--- src/rtl/ibus_if_pkg.sv ---
// Shared definitions for the instruction-fetch bus interface.
package ibus_if_pkg;

  localparam int          REG_BUS     = 32;
  localparam logic        CHIP_ENABLE = 1'b1;
  localparam logic        RST_ENABLE  = 1'b1;
  localparam logic [31:0] NOP         = 32'h0000_0000;
  localparam logic [3:0]  SEL_ALL     = 4'hF;
  localparam logic [3:0]  SEL_NONE    = 4'h0;

  typedef enum logic [1:0] {
    S_IDLE = 2'd0,
    S_BUSY = 2'd1,
    S_HOLD = 2'd2
  } ibus_state_t;

endpackage

--- src/rtl/ibus_if.sv ---
// Instruction fetch port: turns PC fetch requests into single Wishbone reads,
// buffers the word while the pipeline is stalled, aborts hung bus cycles.
module ibus_if
  import ibus_if_pkg::*;
#(
  parameter int TIMEOUT_CYC = 255
) (
  input  logic               clk,
  input  logic               rst,
  input  logic [REG_BUS-1:0] pc_i,
  input  logic               ce_i,
  input  logic [5:0]         stall_i,
  input  logic               flush_i,
  output logic [REG_BUS-1:0] inst_o,
  output logic               stallreq_o,
  output logic               err_o,
  output logic [REG_BUS-1:0] wb_adr_o,
  output logic               wb_cyc_o,
  output logic               wb_stb_o,
  output logic               wb_we_o,
  output logic [3:0]         wb_sel_o,
  input  logic [REG_BUS-1:0] wb_dat_i,
  input  logic               wb_ack_i
);

  localparam int              CNT_W    = $clog2(TIMEOUT_CYC + 1);
  // Abort on the BUSY cycle that brings the count up to TIMEOUT_CYC, so the
  // bus cycle lasts exactly TIMEOUT_CYC clocks without an acknowledge.
  localparam logic [CNT_W-1:0] CNT_LAST = CNT_W'(TIMEOUT_CYC - 1);
  localparam logic [CNT_W-1:0] CNT_ONE  = CNT_W'(1);

  ibus_state_t        state;
  logic [REG_BUS-1:0] rd_buf;
  logic [CNT_W-1:0]   tmo_cnt;
  logic               cyc_q;

  // Strobe and cycle always move together for single reads.
  assign wb_cyc_o = cyc_q;
  assign wb_stb_o = cyc_q;
  assign wb_we_o  = 1'b0;

  // Fetch state machine with registered bus outputs and error pulse.
  always_ff @(posedge clk) begin
    if (rst == RST_ENABLE) begin
      state    <= S_IDLE;
      cyc_q    <= 1'b0;
      wb_sel_o <= SEL_NONE;
      wb_adr_o <= '0;
      rd_buf   <= '0;
      tmo_cnt  <= '0;
      err_o    <= 1'b0;
    end else begin
      err_o <= 1'b0;
      case (state)
        S_IDLE: begin
          if (ce_i == CHIP_ENABLE && !flush_i) begin
            wb_adr_o <= pc_i;
            cyc_q    <= 1'b1;
            wb_sel_o <= SEL_ALL;
            tmo_cnt  <= '0;
            state    <= S_BUSY;
          end
        end
        S_BUSY: begin
          if (flush_i) begin
            // Flush beats a coincident ack: the fetched word is dropped.
            cyc_q    <= 1'b0;
            wb_sel_o <= SEL_NONE;
            state    <= S_IDLE;
          end else if (wb_ack_i) begin
            cyc_q    <= 1'b0;
            wb_sel_o <= SEL_NONE;
            rd_buf   <= wb_dat_i;
            state    <= (|stall_i) ? S_HOLD : S_IDLE;
          end else if (tmo_cnt == CNT_LAST) begin
            cyc_q    <= 1'b0;
            wb_sel_o <= SEL_NONE;
            tmo_cnt  <= tmo_cnt + CNT_ONE;
            err_o    <= 1'b1;
            state    <= S_IDLE;
          end else begin
            tmo_cnt <= tmo_cnt + CNT_ONE;
          end
        end
        S_HOLD: begin
          if (flush_i || !(|stall_i)) state <= S_IDLE;
        end
        default: state <= S_IDLE;
      endcase
    end
  end

  // Instruction and stall request are combinational so a zero-wait ack
  // delivers the word and releases the pipeline in the same cycle.
  always_comb begin
    stallreq_o = 1'b0;
    inst_o     = NOP;
    case (state)
      S_IDLE: stallreq_o = ce_i & ~flush_i;
      S_BUSY: begin
        stallreq_o = ~wb_ack_i & ~flush_i;
        if (wb_ack_i && !flush_i) inst_o = wb_dat_i;
      end
      S_HOLD: inst_o = rd_buf;
      default: ;
    endcase
  end

endmodule

--- config.mk ---
export PLATFORM = sky130hd
export DESIGN_NAME = ibus_if
export DESIGN_NICKNAME = d
export VERILOG_FILES = /design/src/rtl/ibus_if_pkg.sv /design/src/rtl/ibus_if.sv
export SDC_FILE = /design/constraint.sdc
export NUM_CORES = 1
export LEC_CHECK = 0
export CORE_MARGIN = 1
export CORE_UTILIZATION = 30
export CTS_CLUSTER_DIAMETER = 60
export CTS_CLUSTER_SIZE = 24
export DETAILED_ROUTE_END_ITERATION = 7
export DONT_BUFFER_PORTS = 1
export PLACE_DENSITY_LB_ADDON = 0.15
export SLEW_MARGIN = 10
export SYNTH_ARGS = -nofsm -noshare
export SYNTH_HDL_FRONTEND = slang
export SYNTH_SLANG_ARGS = --single-unit
--- constraint.sdc ---
create_clock -name clk -period 5.61 [get_ports clk]
set_clock_uncertainty 0.15 [all_clocks]
set_input_delay 0.8415 -clock clk [delete_from_list [all_inputs] [get_ports clk]]
set_output_delay 0.8415 -clock clk [all_outputs]
set_load 0.02 [all_outputs]
==> metrics.md, run 1 <==
| Metric | Value |
|---|---|
| Clk root buf | `clkbuf_8` |
| Drc violations | `0` |
| Max Cap Viol | `0` |
| WL per Instance | `14.4 um` |
| Max Clk Rate | `299 MHz` |
| Hold slack final | `0.305 ns` |
| Area growth syn-to-layout | `6.93%` |
| I/O pin count | `148` |
| Worst Hold Path Cells | `2` |
| Reg2Reg Setup Slack | `3.39 ns` |
| CTS buffer count | `9` |
| CTS clk-pin slew, worst paths | `0.08 ns` |
| YS warnings | `0` |
| Sw frac | `30.1%` |
| Endpoint class of the critical path | `output pin` |
| Clock Sinks | `76` |
| Placed Area | `0.00340 mm2` |
| Sequential power share | `50.4%` |
| DP Wirelength | `5.32 mm` |
| Final slew viol count | `0` |
| RePlAce Congestion | `0.713` |
| Outcome | `finished clean` |
| Synthesized flop and latch total | `76` |
| Top FF cell, synth | `dfxtp_1` |
| Syn_nets | `518` |
| Syn_area_per_cell | `7.66 um2` |
| Worst-Margin Slew | `1.16 ns` |
| Number of antenna-violating nets in the routed design | `0` |
| Reg2reg end | `wb_adr_o[11]` |
| Worst Hold End | `rd_buf[6]` |
| Num rows | `38` |
| DR iter-0 viols | `147` |
| Post-synthesis async set-or-reset flop share | `0%` |
| Max IR drop VDD | `0.000172 V` |
| P_int | `844 uW` |
| RSZ-0062 raised after global routing | `no` |
| Number of inserted diodes | `0` |
| Final period utilization | `59.6%` |
| Final wirelength | `8.16 mm` |
| R2r worst-path depth | `6` |
| Beginning of the worst hold path | `rd_buf[6]` |
| RR Startpoint | `state[0]` |
| Synth cell types | `38` |
| TritonRoute pass-1 iters | `4` |
| First-pass GRT wire length | `13.2 mm` |
| WP data arrival | `2.35 ns` |
| Layout cells sized above 1 | `7.29%` |
| Vias in the first global route | `2732` |
| Total global-route track usage | `14.6%` |
| Combinational Power Share | `15.4%` |
| H-tree levels | `3` |
| EDFF count, synth | `0` |
| CTS Hold Bufs | `0` |
| Fin nets | `500` |
| Resized cells post-CTS | `0` |
| Largest net degree at the start of global routing | `72` |
| Initial antenna violation count | `0` |
| Hold Violations, Final | `0` |
| Mapped Cells | `438` |
| Via count | `2810` |
| Hold crit path type | `reg2reg` |
| Die Y | `108 um` |
| DIE AREA | `0.0116 mm2` |
| Max transition margin | `22.7%` |
| Post-synthesis sequential area ratio | `45.3%` |
| Clock power frac | `34.2%` |
| Startpoint class of the critical path | `flop` |
| Critical path fanouts, max | `32` |
| Pwr dens | `337 mW/mm2` |
| Sw power | `364 uW` |
| Design area | `0.00359 mm2` |
| I/O Buffers | `0` |
| Post-CTS setup repair buffer count | `0` |
| Setup TNS | `0 ns` |
| Clock latency on the worst-skew pair | `0.35 ns` |
| # setup viols final | `0` |
| Via density per instance | `4.97` |
| Grt total ovfl | `0` |
| Chip Width | `108 um` |
| Starting Density | `30.8%` |
| CTS max path bufs | `2` |
| Core Area | `0.0109 mm2` |
| Cell Area, Synth | `0.00336 mm2` |
| CTS tree | `yes` |
| Worst EP required | `4.62 ns` |
| Pleak | `1.14 nW` |
| Crit path kind | `reg2out` |
| Tmin final | `3.34 ns` |
[critical path, stage by stage, from the launching register on]
cell,delay [ns]
dfxtp_1,0.34
inv_1,0.08
ha_1,0.86
a21boi_0,0.73
[synth_stat cells, types with 2 or more instances]
library cell,count,area (um2)
o31ai_1,3,22.5
or3_1,2,12.5
nand3_1,4,20.0
or4_1,3,22.5
inv_1,6,22.5
nor2_1,9,33.8
nand2_1,165,619
dfxtp_1,76,1520
clkbuf_1,23,86.3
o21ai_0,4,20.0
clkbuf_8,2,27.5
buf_4,6,45.0
ha_1,5,62.6
buf_2,3,15.0
a21oi_1,70,350
a21boi_0,33,248
nor4_1,2,12.5
mux2i_1,2,20.0
[power groups by stage]
stage / sequential, mW / combinational, mW / clock [mW]
after floorplan: 0.618 / 0.166 / 0
after global placement: 0.621 / 0.189 / 0
after detailed placement: 0.621 / 0.190 / 0
after CTS: 0.609 / 0.190 / 0.438
after global routing: 0.613 / 0.208 / 0.461
final: 0.609 / 0.186 / 0.414
[placed cells by master, fill, tap and decap left out, types with 2 or more instances in the layout]
cell type   count
dfxtp_1        76
ha_1            5
nand3_1         4
nand2_1       165
mux2i_1         2
o21ai_0         4
or3_1           2
clkinvlp_4      2
or4_1           3
clkbuf_8        9
nor4_1          2
inv_1           6
a21oi_1        70
nor2_1          8
o31ai_1         3
buf_4           5
clkinv_2        2
a21boi_0       33
[per-layer routing]
layer,wire [um],vias up,global-route usage (%),part of all wire [%]
li1,-,1401,-,-
met1,3610,1306,16.7,44
met2,3780,91,24.3,46
met3,630,12,5.69,7.7
met4,138,0,6.07,1.7
met5,0,-,0,0
[kinds of logic after synthesis]
logic type               count (synthesis)  share of synthesized area [%]
XOR/XNOR                                 1                          0.261
adder cells (fa/ha/maj)                  5                           1.86
multiplexers                             4                           1.38
buffers and inverters                   40                           5.85
flip-flops                              76                           45.3
AO/OA/AOI/OAI                          115                           20.6
other                                    1                          0.112
AND/OR/NAND/NOR                        196                           24.6
[state kept, by name, summed over array words and instances (netlist names)]
signal,flops
wb_sel_o,1
state,2
err_o,1
wb_adr_o,32
rd_buf,32
tmo_cnt,8
[layout make-up]
class / count / area (um2)
Timing Repair Buffer: 5 / 37.5
Sequential cell: 76 / 1520
Multi-Input combinational cell: 322 / 1640
Inverter: 6 / 22.5
Clock buffer: 10 / 128
Clock inverter: 6 / 63.8
Fill cell: 1168 / 7300
Tap cell: 140 / 175
[per-stage QoR]
| step | total power [mW] | cells | setup slack, ns | util [%] |
|---|---|---|---|---|
| 2_1_floorplan | 0.784 | 438 | 2.64 | - |
| 3_3_place_gp | 0.810 | 549 | 2.43 | 31.2 |
| 3_5_place_dp | 0.811 | 549 | 2.43 | 31.2 |
| 4_1_cts | 1.24 | 565 | 2.17 | 33.0 |
| 5_1_grt | 1.28 | 565 | 2.05 | 33.0 |
| 6_report | 1.21 | 565 | 2.27 | 33.0 |
[worst max-delay path by stage]
stage / start / end / slack (ns) / depth (start not counted)
finish: state[0] / inst_o[5] / 2.27 / 3
detailed placement: flush_i / inst_o[30] / 2.43 / 5
floorplan: flush_i / inst_o[0] / 2.64 / 6
CTS: state[0] / inst_o[30] / 2.17 / 3
global route: state[0] / inst_o[28] / 2.05 / 3
global placement: flush_i / inst_o[30] / 2.43 / 5
No activity file was read; power rests on OpenSTA's default activity.
==> inputs of run 2 (changes only) <==
- clock period: 5.61 -> 3.1 ns (I/O delays scaled with it)
==> metrics.md, run 2 (synthesized netlist as in run 1, its figures left out) <==
| Metric | Value |
|---|---|
| Max Cap Viol | `0 (unchanged)` |
| Number of antenna-violating nets in the routed design | `0 (unchanged)` |
| Hold crit path type | `in2reg (was reg2reg)` |
| Setup TNS | `0 ns (unchanged)` |
| Leading cell types in the layout, fill and taps excluded | `nand2_1 (165), dfxtp_1 (76), a21oi_1 (70) (unchanged)` |
| CTS Hold Bufs | `2 (was 0)` |
| Crit path launch | `state[1] (was state[0])` |
| Chip Width | `108 um (unchanged)` |
| Crit path kind | `reg2out (unchanged)` |
| RePlAce Congestion | `0.761 (was 0.713)` |
| Core Area | `0.0109 mm2 (unchanged)` |
| Tmin final | `2.69 ns` |
| WP data arrival | `2.08 ns (was 2.35 ns)` |
| TritonRoute pass-1 iters | `6 (was 4)` |
| Endpoint class of the critical path | `output pin (unchanged)` |
| Via density per instance | `4.93 (was 4.97)` |
| H-tree levels | `3 (unchanged)` |
| Die Y | `108 um (unchanged)` |
| Biggest regs | `rd_buf x32, wb_adr_o x32, tmo_cnt x8 (unchanged)` |
| I/O Buffers | `0 (unchanged)` |
| Pleak | `1.35 nW (was 1.14 nW)` |
| I/O pin count | `148 (unchanged)` |
| Initial antenna violation count | `0 (unchanged)` |
| DIE AREA | `0.0116 mm2 (unchanged)` |
| Reg2Reg Setup Slack | `1.15 ns (was 3.39 ns)` |
| # setup viols final | `0 (unchanged)` |
| Fin nets | `538 (was 500)` |
| Reg2reg end | `state[1] (was wb_adr_o[11])` |
| Final wirelength | `8.70 mm (was 8.16 mm)` |
| Max Clk Rate | `371 MHz` |
| RR Startpoint | `state[1] (was state[0])` |
| CTS clk-pin slew, worst paths | `0.09 ns (was 0.08 ns)` |
| Drc violations | `0 (unchanged)` |
| Most common cell after layout, fill and taps aside | `nand2_1 (unchanged)` |
| CTS buffer count | `9 (unchanged)` |
| Critical path fanouts, max | `32 (unchanged)` |
| WL per Instance | `14.4 um (about the same)` |
| DR iter-0 viols | `109 (was 147)` |
| Grt total ovfl | `0 (unchanged)` |
| Starting Density | `30.8% (unchanged)` |
| Largest net degree at the start of global routing | `66 (was 72)` |
| Hold Violations, Final | `0 (unchanged)` |
| Final period utilization | `86.9%` |
| Worst EP required | `2.48 ns (was 4.62 ns)` |
| Vias in the first global route | `2833 (was 2732)` |
| Startpoint class of the critical path | `flop (unchanged)` |
| Number of inserted diodes | `0 (unchanged)` |
| Max transition margin | `51.0% (was 22.7%)` |
| R2r worst-path depth | `6 (unchanged)` |
| Pwr dens | `591 mW/mm2 (was 337 mW/mm2)` |
| DP Wirelength | `5.64 mm (was 5.32 mm)` |
| Worst-Margin Slew | `0.727 ns (was 1.16 ns)` |
| Total Power | `2.31 mW (was 1.21 mW)` |
| First-pass GRT wire length | `13.8 mm (was 13.2 mm)` |
| Setup crit end | `inst_o[28] (was inst_o[5])` |
| Final slew viol count | `0 (unchanged)` |
| Via count | `2974 (was 2810)` |
| Clock Sinks | `76 (unchanged)` |
| RSZ-0062 raised after global routing | `no (unchanged)` |
| CTS max path bufs | `2 (unchanged)` |
| Clock latency on the worst-skew pair | `0.35 ns (about the same)` |
| Total global-route track usage | `15.3% (was 14.6%)` |
| Clk root buf | `clkbuf_8 (unchanged)` |
| Area growth syn-to-layout | `16.7% (was 6.93%)` |
| Max IR drop VDD | `0.000256 V (was 0.000172 V)` |
| Num rows | `38 (unchanged)` |
| Outcome | `finished clean (unchanged)` |
| Post-CTS setup repair buffer count | `0 (unchanged)` |
| Layout cells sized above 1 | `14.3% (was 7.29%)` |
| Resized cells post-CTS | `0 (unchanged)` |
| CTS tree | `yes (unchanged)` |
## run 2: changes by cell type in the layout (fill, tap and decap cells not counted), sizes merged
| cell | delta |
|---|---|
| dlygate4sd3 | +4 |
| clkbuf | -1 |
| inv | +1 |
| bufinv | +1 |
| clkinvlp | -1 |
| buf | +34 |
## run 2: worst min-delay path by stage
stage,cells past startpoint,end,startpoint,slack [ns]
2_1_floorplan,2,rd_buf[13],rd_buf[13],0.28
3_3_place_gp,2,rd_buf[0],rd_buf[0],0.29
3_5_place_dp,2,rd_buf[28],rd_buf[28],0.29
4_1_cts,1,wb_adr_o[24],rst,0.00003
5_1_grt,1,wb_adr_o[22],rst,0.00008
6_report,1,wb_adr_o[18],rst,0.03
## run 2: area by class of cell
type | count | area [um2]
fill | 1151 | 6970
multi-input combinational | 322 | 1640
sequential | 76 | 1520
timing repair buffer | 43 | 333
tap | 140 | 175
clock buffer | 9 | 124
clock inverter | 7 | 98.8
inverter | 6 | 22.5
## run 2: routing by layer
metal / vias to the layer above / part of all wire, % / routed length (um) / GRT usage [%]
met3: 13 / 7.2 / 624 / 4.72
met5: - / 0 / 0 / 0
met1: 1393 / 43 / 3750 / 17.8
met4: 0 / 1.6 / 136 / 7.14
li1: 1483 / - / - / -
met2: 85 / 48 / 4190 / 25.5
## run 2: power by group
| part | switching, mW | internal [mW] |
|---|---|---|
| Clock | 0.394 | 0.459 |
| Combinational | 0.222 | 0.136 |
| Sequential | 0.0704 | 1.03 |
## run 2: worst max-delay path: stages, from the launching register on
cell and delay [ns]:
dfxtp_1 0.32, inv_1 0.09, ha_1 0.26, and3_1 0.18, buf_4 0.34, nand2_1 0.13, a21boi_0 0.23, buf_4 0.18
## run 2: through the flow
step	hold WS [ns]	setup slack (ns)	util, %	std cells	instance area [um2]
5_1_grt	0.0000775	0.154	36.0	603	3920
4_1_cts	0.0000346	0.359	35.8	601	3900
3_3_place_gp	0.286	0.792	33.6	583	3650
6_report	0.0292	0.405	36.0	603	3920
2_1_floorplan	0.284	0.818	-	438	3360
3_5_place_dp	0.291	0.754	33.6	583	3650
